===== src/rtl/exc_redirect_ctrl_pkg.sv =====
// Shared CPU definitions for the exception redirect sequencer: FSM states,
// exception vector addresses and the interrupt-pending helper.
package exc_redirect_ctrl_pkg;

  typedef enum logic [1:0] {
    StIdle,
    StFlush,
    StRedirect
  } redirect_state_t;

  localparam logic [31:0] VEC_GENERAL_RAM  = 32'h8000_0180;
  localparam logic [31:0] VEC_INT_RAM      = 32'h8000_0200;
  localparam logic [31:0] VEC_GENERAL_BOOT = 32'hbfc0_0380;
  localparam logic [31:0] VEC_INT_BOOT     = 32'hbfc0_0400;

  localparam logic [4:0] EX_INT = 5'd0;

  // An interrupt may be taken only with IE set, outside exception/error level.
  function automatic logic irq_pending(input logic       ie,
                                       input logic       exl,
                                       input logic       erl,
                                       input logic [7:0] im,
                                       input logic [7:0] ip);
    return ie & ~exl & ~erl & (|(im & ip));
  endfunction

endpackage


===== src/rtl/exc_redirect_ctrl_if.sv =====
// Bundle between write-back/CP0/fetch and the redirect sequencer.
// master: the pipeline side driving events and CP0 state; slave: the sequencer.
interface exc_redirect_ctrl_if;
  logic        wb_valid;
  logic        wb_exc_valid;
  logic [4:0]  wb_exc_code;
  logic        wb_eret;
  logic        status_ie;
  logic        status_exl;
  logic        status_erl;
  logic        status_bev;
  logic        cause_iv;
  logic [7:0]  status_im;
  logic [7:0]  cause_ip;
  logic [31:0] epc;
  logic [31:0] error_epc;
  logic        int_req;
  logic        flush;
  logic        redirect_valid;
  logic [31:0] redirect_pc;
  logic        redirect_ready;
  logic        busy;

  modport master (
    output wb_valid, wb_exc_valid, wb_exc_code, wb_eret,
    output status_ie, status_exl, status_erl, status_bev, cause_iv,
    output status_im, cause_ip, epc, error_epc, redirect_ready,
    input  int_req, flush, redirect_valid, redirect_pc, busy
  );

  modport slave (
    input  wb_valid, wb_exc_valid, wb_exc_code, wb_eret,
    input  status_ie, status_exl, status_erl, status_bev, cause_iv,
    input  status_im, cause_ip, epc, error_epc, redirect_ready,
    output int_req, flush, redirect_valid, redirect_pc, busy
  );
endinterface


===== src/rtl/exc_vector_sel.sv =====
// Combinational fetch-target selection for exceptions and ERET.
module exc_vector_sel
  import exc_redirect_ctrl_pkg::*;
(
  input  logic [4:0]  i_code,
  input  logic        i_bev,
  input  logic        i_iv,
  input  logic        i_eret,
  input  logic        i_erl,
  input  logic [31:0] i_epc,
  input  logic [31:0] i_error_epc,
  output logic [31:0] o_target_pc
);

  // ERET returns through ErrorEPC at error level, else EPC; exceptions pick a vector.
  always_comb begin
    o_target_pc = VEC_GENERAL_RAM;
    if (i_eret) begin
      o_target_pc = i_erl ? i_error_epc : i_epc;
    end else if (i_code == EX_INT) begin
      unique case ({i_bev, i_iv})
        2'b00:   o_target_pc = VEC_GENERAL_RAM;
        2'b01:   o_target_pc = VEC_INT_RAM;
        2'b10:   o_target_pc = VEC_GENERAL_BOOT;
        default: o_target_pc = VEC_INT_BOOT;
      endcase
    end else begin
      o_target_pc = i_bev ? VEC_GENERAL_BOOT : VEC_GENERAL_RAM;
    end
  end

endmodule


===== src/rtl/exc_redirect_ctrl.sv =====
// Turns retired exceptions / ERET into a timed pipeline flush followed by a
// fetch redirect handshake, and raises int_req for pending interrupts.
module exc_redirect_ctrl
  import exc_redirect_ctrl_pkg::*;
#(
  // Flush length in cycles after an event; legal range 1..15.
  parameter int unsigned FLUSH_CYCLES = 1
) (
  input  logic              i_clk,
  input  logic              i_resetn,
  exc_redirect_ctrl_if.slave io_bus
);

  localparam logic [3:0] CntInit = 4'(FLUSH_CYCLES - 1);

  redirect_state_t r_state, w_state_d;
  logic [3:0]      r_cnt, w_cnt_d;
  logic [31:0]     r_target, w_target_d;
  logic            r_int_req, w_int_req_d;
  logic [31:0]     w_vec_pc;
  logic            w_event;
  logic            w_is_eret;
  logic            w_pending;

  assign w_event   = io_bus.wb_valid & (io_bus.wb_exc_valid | io_bus.wb_eret);
  // Exception takes priority when both flags accompany the same instruction.
  assign w_is_eret = io_bus.wb_eret & ~io_bus.wb_exc_valid;
  assign w_pending = irq_pending(io_bus.status_ie, io_bus.status_exl, io_bus.status_erl,
                                 io_bus.status_im, io_bus.cause_ip);

  exc_vector_sel u_vec_sel (
    .i_code      (io_bus.wb_exc_code),
    .i_bev       (io_bus.status_bev),
    .i_iv        (io_bus.cause_iv),
    .i_eret      (w_is_eret),
    .i_erl       (io_bus.status_erl),
    .i_epc       (io_bus.epc),
    .i_error_epc (io_bus.error_epc),
    .o_target_pc (w_vec_pc)
  );

  // Next-state logic: IDLE -> FLUSH (cnt cycles) -> REDIRECT until accepted.
  always_comb begin
    w_state_d  = r_state;
    w_cnt_d    = r_cnt;
    w_target_d = r_target;
    unique case (r_state)
      StIdle: begin
        if (w_event) begin
          w_state_d  = StFlush;
          w_cnt_d    = CntInit;
          w_target_d = w_vec_pc;
        end
      end
      StFlush: begin
        if (r_cnt == 4'd0) begin
          w_state_d = StRedirect;
        end else begin
          w_cnt_d = r_cnt - 4'd1;
        end
      end
      StRedirect: begin
        if (io_bus.redirect_ready) begin
          w_state_d = StIdle;
        end
      end
      default: w_state_d = StIdle;
    endcase
    // Only request while idle and not already taking an event this cycle.
    w_int_req_d = w_pending & (r_state == StIdle) & ~w_event;
  end

  // State registers with synchronous active-low reset.
  always_ff @(posedge i_clk) begin
    if (!i_resetn) begin
      r_state   <= StIdle;
      r_cnt     <= 4'd0;
      r_target  <= 32'd0;
      r_int_req <= 1'b0;
    end else begin
      r_state   <= w_state_d;
      r_cnt     <= w_cnt_d;
      r_target  <= w_target_d;
      r_int_req <= w_int_req_d;
    end
  end

  // Outputs decode registered state only.
  assign io_bus.flush          = (r_state == StFlush);
  assign io_bus.redirect_valid = (r_state == StRedirect);
  assign io_bus.redirect_pc    = r_target;
  assign io_bus.int_req        = r_int_req;
  assign io_bus.busy           = (r_state != StIdle);

endmodule

===== src/flat_wrapper.sv =====
// flat-port wrapper written by rule: the top's interface ports become plain ports
module exc_redirect_ctrl_flat import exc_redirect_ctrl_pkg::*;
#(
                                                              
  parameter int unsigned FLUSH_CYCLES = 1
)
  (i_clk, i_resetn, io_bus_wb_valid, io_bus_wb_exc_valid, io_bus_wb_exc_code, io_bus_wb_eret, io_bus_status_ie, io_bus_status_exl, io_bus_status_erl, io_bus_status_bev, io_bus_cause_iv, io_bus_status_im, io_bus_cause_ip, io_bus_epc, io_bus_error_epc, io_bus_redirect_ready, io_bus_int_req, io_bus_flush, io_bus_redirect_valid, io_bus_redirect_pc, io_bus_busy);
  exc_redirect_ctrl_if io_bus_i ();
  input  logic i_clk;
  input  logic i_resetn;
  input wire logic [$bits(io_bus_i.wb_valid)-1:0] io_bus_wb_valid;
  input wire logic [$bits(io_bus_i.wb_exc_valid)-1:0] io_bus_wb_exc_valid;
  input wire logic [$bits(io_bus_i.wb_exc_code)-1:0] io_bus_wb_exc_code;
  input wire logic [$bits(io_bus_i.wb_eret)-1:0] io_bus_wb_eret;
  input wire logic [$bits(io_bus_i.status_ie)-1:0] io_bus_status_ie;
  input wire logic [$bits(io_bus_i.status_exl)-1:0] io_bus_status_exl;
  input wire logic [$bits(io_bus_i.status_erl)-1:0] io_bus_status_erl;
  input wire logic [$bits(io_bus_i.status_bev)-1:0] io_bus_status_bev;
  input wire logic [$bits(io_bus_i.cause_iv)-1:0] io_bus_cause_iv;
  input wire logic [$bits(io_bus_i.status_im)-1:0] io_bus_status_im;
  input wire logic [$bits(io_bus_i.cause_ip)-1:0] io_bus_cause_ip;
  input wire logic [$bits(io_bus_i.epc)-1:0] io_bus_epc;
  input wire logic [$bits(io_bus_i.error_epc)-1:0] io_bus_error_epc;
  input wire logic [$bits(io_bus_i.redirect_ready)-1:0] io_bus_redirect_ready;
  output wire logic [$bits(io_bus_i.int_req)-1:0] io_bus_int_req;
  output wire logic [$bits(io_bus_i.flush)-1:0] io_bus_flush;
  output wire logic [$bits(io_bus_i.redirect_valid)-1:0] io_bus_redirect_valid;
  output wire logic [$bits(io_bus_i.redirect_pc)-1:0] io_bus_redirect_pc;
  output wire logic [$bits(io_bus_i.busy)-1:0] io_bus_busy;
  assign io_bus_i.wb_valid = io_bus_wb_valid;
  assign io_bus_i.wb_exc_valid = io_bus_wb_exc_valid;
  assign io_bus_i.wb_exc_code = io_bus_wb_exc_code;
  assign io_bus_i.wb_eret = io_bus_wb_eret;
  assign io_bus_i.status_ie = io_bus_status_ie;
  assign io_bus_i.status_exl = io_bus_status_exl;
  assign io_bus_i.status_erl = io_bus_status_erl;
  assign io_bus_i.status_bev = io_bus_status_bev;
  assign io_bus_i.cause_iv = io_bus_cause_iv;
  assign io_bus_i.status_im = io_bus_status_im;
  assign io_bus_i.cause_ip = io_bus_cause_ip;
  assign io_bus_i.epc = io_bus_epc;
  assign io_bus_i.error_epc = io_bus_error_epc;
  assign io_bus_i.redirect_ready = io_bus_redirect_ready;
  assign io_bus_int_req = io_bus_i.int_req;
  assign io_bus_flush = io_bus_i.flush;
  assign io_bus_redirect_valid = io_bus_i.redirect_valid;
  assign io_bus_redirect_pc = io_bus_i.redirect_pc;
  assign io_bus_busy = io_bus_i.busy;
  exc_redirect_ctrl #(.FLUSH_CYCLES(FLUSH_CYCLES)) u_core (.i_clk(i_clk), .i_resetn(i_resetn), .io_bus(io_bus_i));
endmodule

===== config.mk =====
export PLATFORM = sky130hd
export DESIGN_NAME = exc_redirect_ctrl_flat
export DESIGN_NICKNAME = d
export VERILOG_FILES = /design/src/rtl/exc_redirect_ctrl_pkg.sv /design/src/rtl/exc_redirect_ctrl_if.sv /design/src/rtl/exc_vector_sel.sv /design/src/rtl/exc_redirect_ctrl.sv /design/src/flat_wrapper.sv
export SDC_FILE = /design/constraint.sdc
export NUM_CORES = 1
export LEC_CHECK = 0
export CAP_MARGIN = 20
export CORE_UTILIZATION = 36
export DETAILED_ROUTE_END_ITERATION = 8
export PLACE_DENSITY = 0.76
export SYNTH_ARGS = -nofsm -noshare
export SYNTH_HDL_FRONTEND = slang
export SYNTH_SLANG_ARGS = --single-unit

===== constraint.sdc =====
create_clock -name i_clk -period 2.5 [get_ports i_clk]
set_clock_uncertainty 0.15 [all_clocks]
set_input_delay 0.5 -clock i_clk [delete_from_list [all_inputs] [get_ports i_clk]]
set_output_delay 0.5 -clock i_clk [all_outputs]
set_load 0.005 [all_outputs]

==> results.toml <==
[run_status]
status = "complete, no violations"

[yosys]
synth-xor-area-share_pct = 0
avgSynthCellArea_um2 = 9.11
synth_top_family_by_area = "compound AO/OA/AOI/OAI gates"
synth_edf_count = 0
synth-adder-area-share_pct = 3.08
synth.most_common_cell = "dfxtp_1"
synthMuxAreaShare_pct = 18.0
netlist_top_cells_area = "dfxtp_1 (38%), mux2i_1 (11%), mux2_2 (7.2%)"
yosys.area.top_type_share_pct = 38.4
yosysWarnings = 0
synth_area_mm2 = 0.00203
synth_top_flop_cell = "dfxtp_1"
yosys.area_share.simple_pct = 17.9
async_flop_share_pct = 0
synth_cell_types = 39
ys_seq_area_share_pct = 38.4
synth-compound-area-share_pct = 18.7
synth_top_area_cell = "dfxtp_1"
ys_ff_latch = 39
syn_inst = 223
synth_commonest_cells = "dfxtp_1 (39), nand2_1 (26), mux2i_1 (22), a21oi_1 (16), nor2_1 (15)"
syn-num-nets = 324

[clocking]
cts_resized = 0
clk_latency_ns = 0.29
holdBufCountCts = 0
clockRootBuffer = "clkbuf_8"
clock-sinks = 39
cts_tree = "yes"
clock_path_buffers = 2
htreeDepth = 2
post-cts-setup-buffers = 0
cts.clk_slew.worst_paths_ns = 0.07
cts_buffers = 5

[grt]
grt_use_total_pct = 21.2
grt_pass1_wl_mm = 9.90
grt_overflow_total = 0
antenna_found_initial = 0
first_global_vias = 2194
grt_max_degree = 27

[setup_path]
endpoint_kind = "register"
critical_path_depth = 7
path_common_cell = "o21ai_2"
slowest_stage = "or4_1"
cpLargestDelayFamily = "buffers and inverters"
worstSetupStartpointType = "input port"
cp_num_buf_inv = 2
cp_max_fo = 8
crit_required_ns = 2.53
cp_data_arrival_time_ns = 2.30
crit_chain = "clkdlybuf4s50_1, inv_1, ha_1, or4_1, o21ai_2, o21ai_2, o221a_1"
reg2reg_depth = 6
path_class = "input port to register"
slowest_delay_ns = 0.54

[detailed_routing]
first_pass_iters = 4
drtIter0Drc = 80
drtAntennaViolNets = 0
wl_mm = 6.07
vias_per_cell = 5.01
vias = 2150
drc = 0
post_drt_wl_per_cell_um = 14.1

[power_and_ir_drop]
switchingPower_uw = 411
internal_power_uw = 1210
pwr_density_cell_mw_per_mm2 = 458
clockPowerShare_pct = 28.4
power_uw = 1620
p_sw_share_pct = 25.4
irDropWorstVdd_uv = 237
leakage_uw = 0.00136
p_comb_share_pct = 29.1
seqPwrFrac_pct = 42.5

[run]
drv_cap = 0

[cells_and_area]
stdcell_count = 429
fillers = 449
syn_to_final_growth_pct = 74.2
fin_nets = 459
n_antenna_cell = 0
drive_gt1_share_pct = 11.1

[placed_design]
place_inst = 421
dp_hpwl_mm = 4.80
place.gp.congestion = 0.769
numPortBuffers = 131

[floorplan]
io_pins = 132
core-area_mm2 = 0.00527
dieWidth_um = 77.1
die-area_mm2 = 0.00595
dieHeight_um = 77.1
core.rowCount = 26
start_util_pct = 38.6

[min_path]
hold_depth = 2
hold_class = "register to register"

[timing]
finalHoldViolCount = 0
fmax_ghz = 0.440
slew_headroom_pct = 55.2
period_share_pct = 91.0
rsz0062_at_grt = "false"
worst_pin_slew_ns = 0.673
setup_viol = 0
period_needed_ns = 2.27
drv_slew = 0
cell usage in the layout (no fill, tap or decap), types with 3 or more instances in the layout:
cell type        instances
nor2_1                  15
nand3_1                 11
o221a_1                 10
clkdlybuf4s50_1        130
nand2b_1                 3
inv_1                    5
a22o_1                   3
mux2_2                  13
nand2_1                 26
clkbuf_8                 7
dfxtp_1                 39
a21oi_1                 16
ha_1                     5
o21ai_1                 12
buf_4                    9
mux2i_1                 22
final timing paths:
path / startpoint / end / slack, ns
worst min-delay path: u_core.io_bus.redirect_pc[2]$_SDFFE_PN0P_ / u_core.io_bus.redirect_pc[2]$_SDFFE_PN0P_ / 0.30
worst max register to register: u_core.r_cnt[1]$_SDFFE_PN0P_ / u_core.r_cnt[0]$_SDFFE_PN0P_ / 0.76
worst max-delay path: io_bus_cause_iv / u_core.io_bus.redirect_pc[29]$_SDFFE_PN0P_ / 0.23
worst min register to register: u_core.io_bus.redirect_pc[2]$_SDFFE_PN0P_ / u_core.io_bus.redirect_pc[2]$_SDFFE_PN0P_ / 0.30
stage by stage:
stage,hold slack (ns),utilization [%],worst slack [ns],cell area (µm²),setup TNS (ns)
global route,0.318,67.2,0.140,3540,0
finish,0.299,67.2,0.225,3540,0
CTS,0.302,67.2,0.222,3540,0
floorplan,0.295,-,0.530,2030,0
detailed placement,0.292,65.3,-0.0864,3440,-0.603
global placement,0.286,65.3,-0.0308,3440,-0.238
power by group through the flow:
stage / Clock (µW) / Sequential, µW / Combinational [µW]
after floorplan: 0 / 702 / 197
after global placement: 0 / 702 / 465
after detailed placement: 0 / 703 / 473
after CTS: 468 / 689 / 477
after global routing: 492 / 693 / 512
final: 460 / 689 / 471
registers in the layout (all words and copies together), names as in the netlist:
name                       flops
u_core.io_bus.int_req          1
u_core.r_state                 2
u_core.io_bus.redirect_pc     32
u_core.r_cnt                   4
per-layer routing:
layer	global-route usage, %	wire length (µm)	vias up	part of all wire (%)
met1	22.9	2480	985	41
met5	0	0	-	0
met2	39.7	3130	72	52
met3	4.29	324	9	5.3
met4	8.30	123	0	2.0
li1	-	-	1084	-
worst register-to-register path, cell delays in order (launching register included):
cell     delay [ns]
dfxtp_1        0.33
inv_1          0.10
ha_1           0.16
or3b_1         0.37
a22o_1         0.24
mux2_2         0.28
nor2_2         0.07
area by class of cell:
class | count | area, µm² | share of cell area, %
flip-flops and latches | 39 | 781 | 22.1
well taps | 70 | 87.6 | 2.47
repair buffers | 140 | 1370 | 38.8
inverters | 7 | 26.3 | 0.742
clock buffers | 8 | 100 | 2.83
multi-input cells | 165 | 1170 | 33.1
cell families (layout without fill, tap and decap cells):
group                      count (synthesis)  in the layout
and+or+nand+nor                           71             71
AOI/OAI and AO/OA                         54             54
DFF                                       39             39
muxes                                     35             35
buffers and inverters                     19            155
adders and majority gates                  5              5
Power figures use the tool's default switching activity.
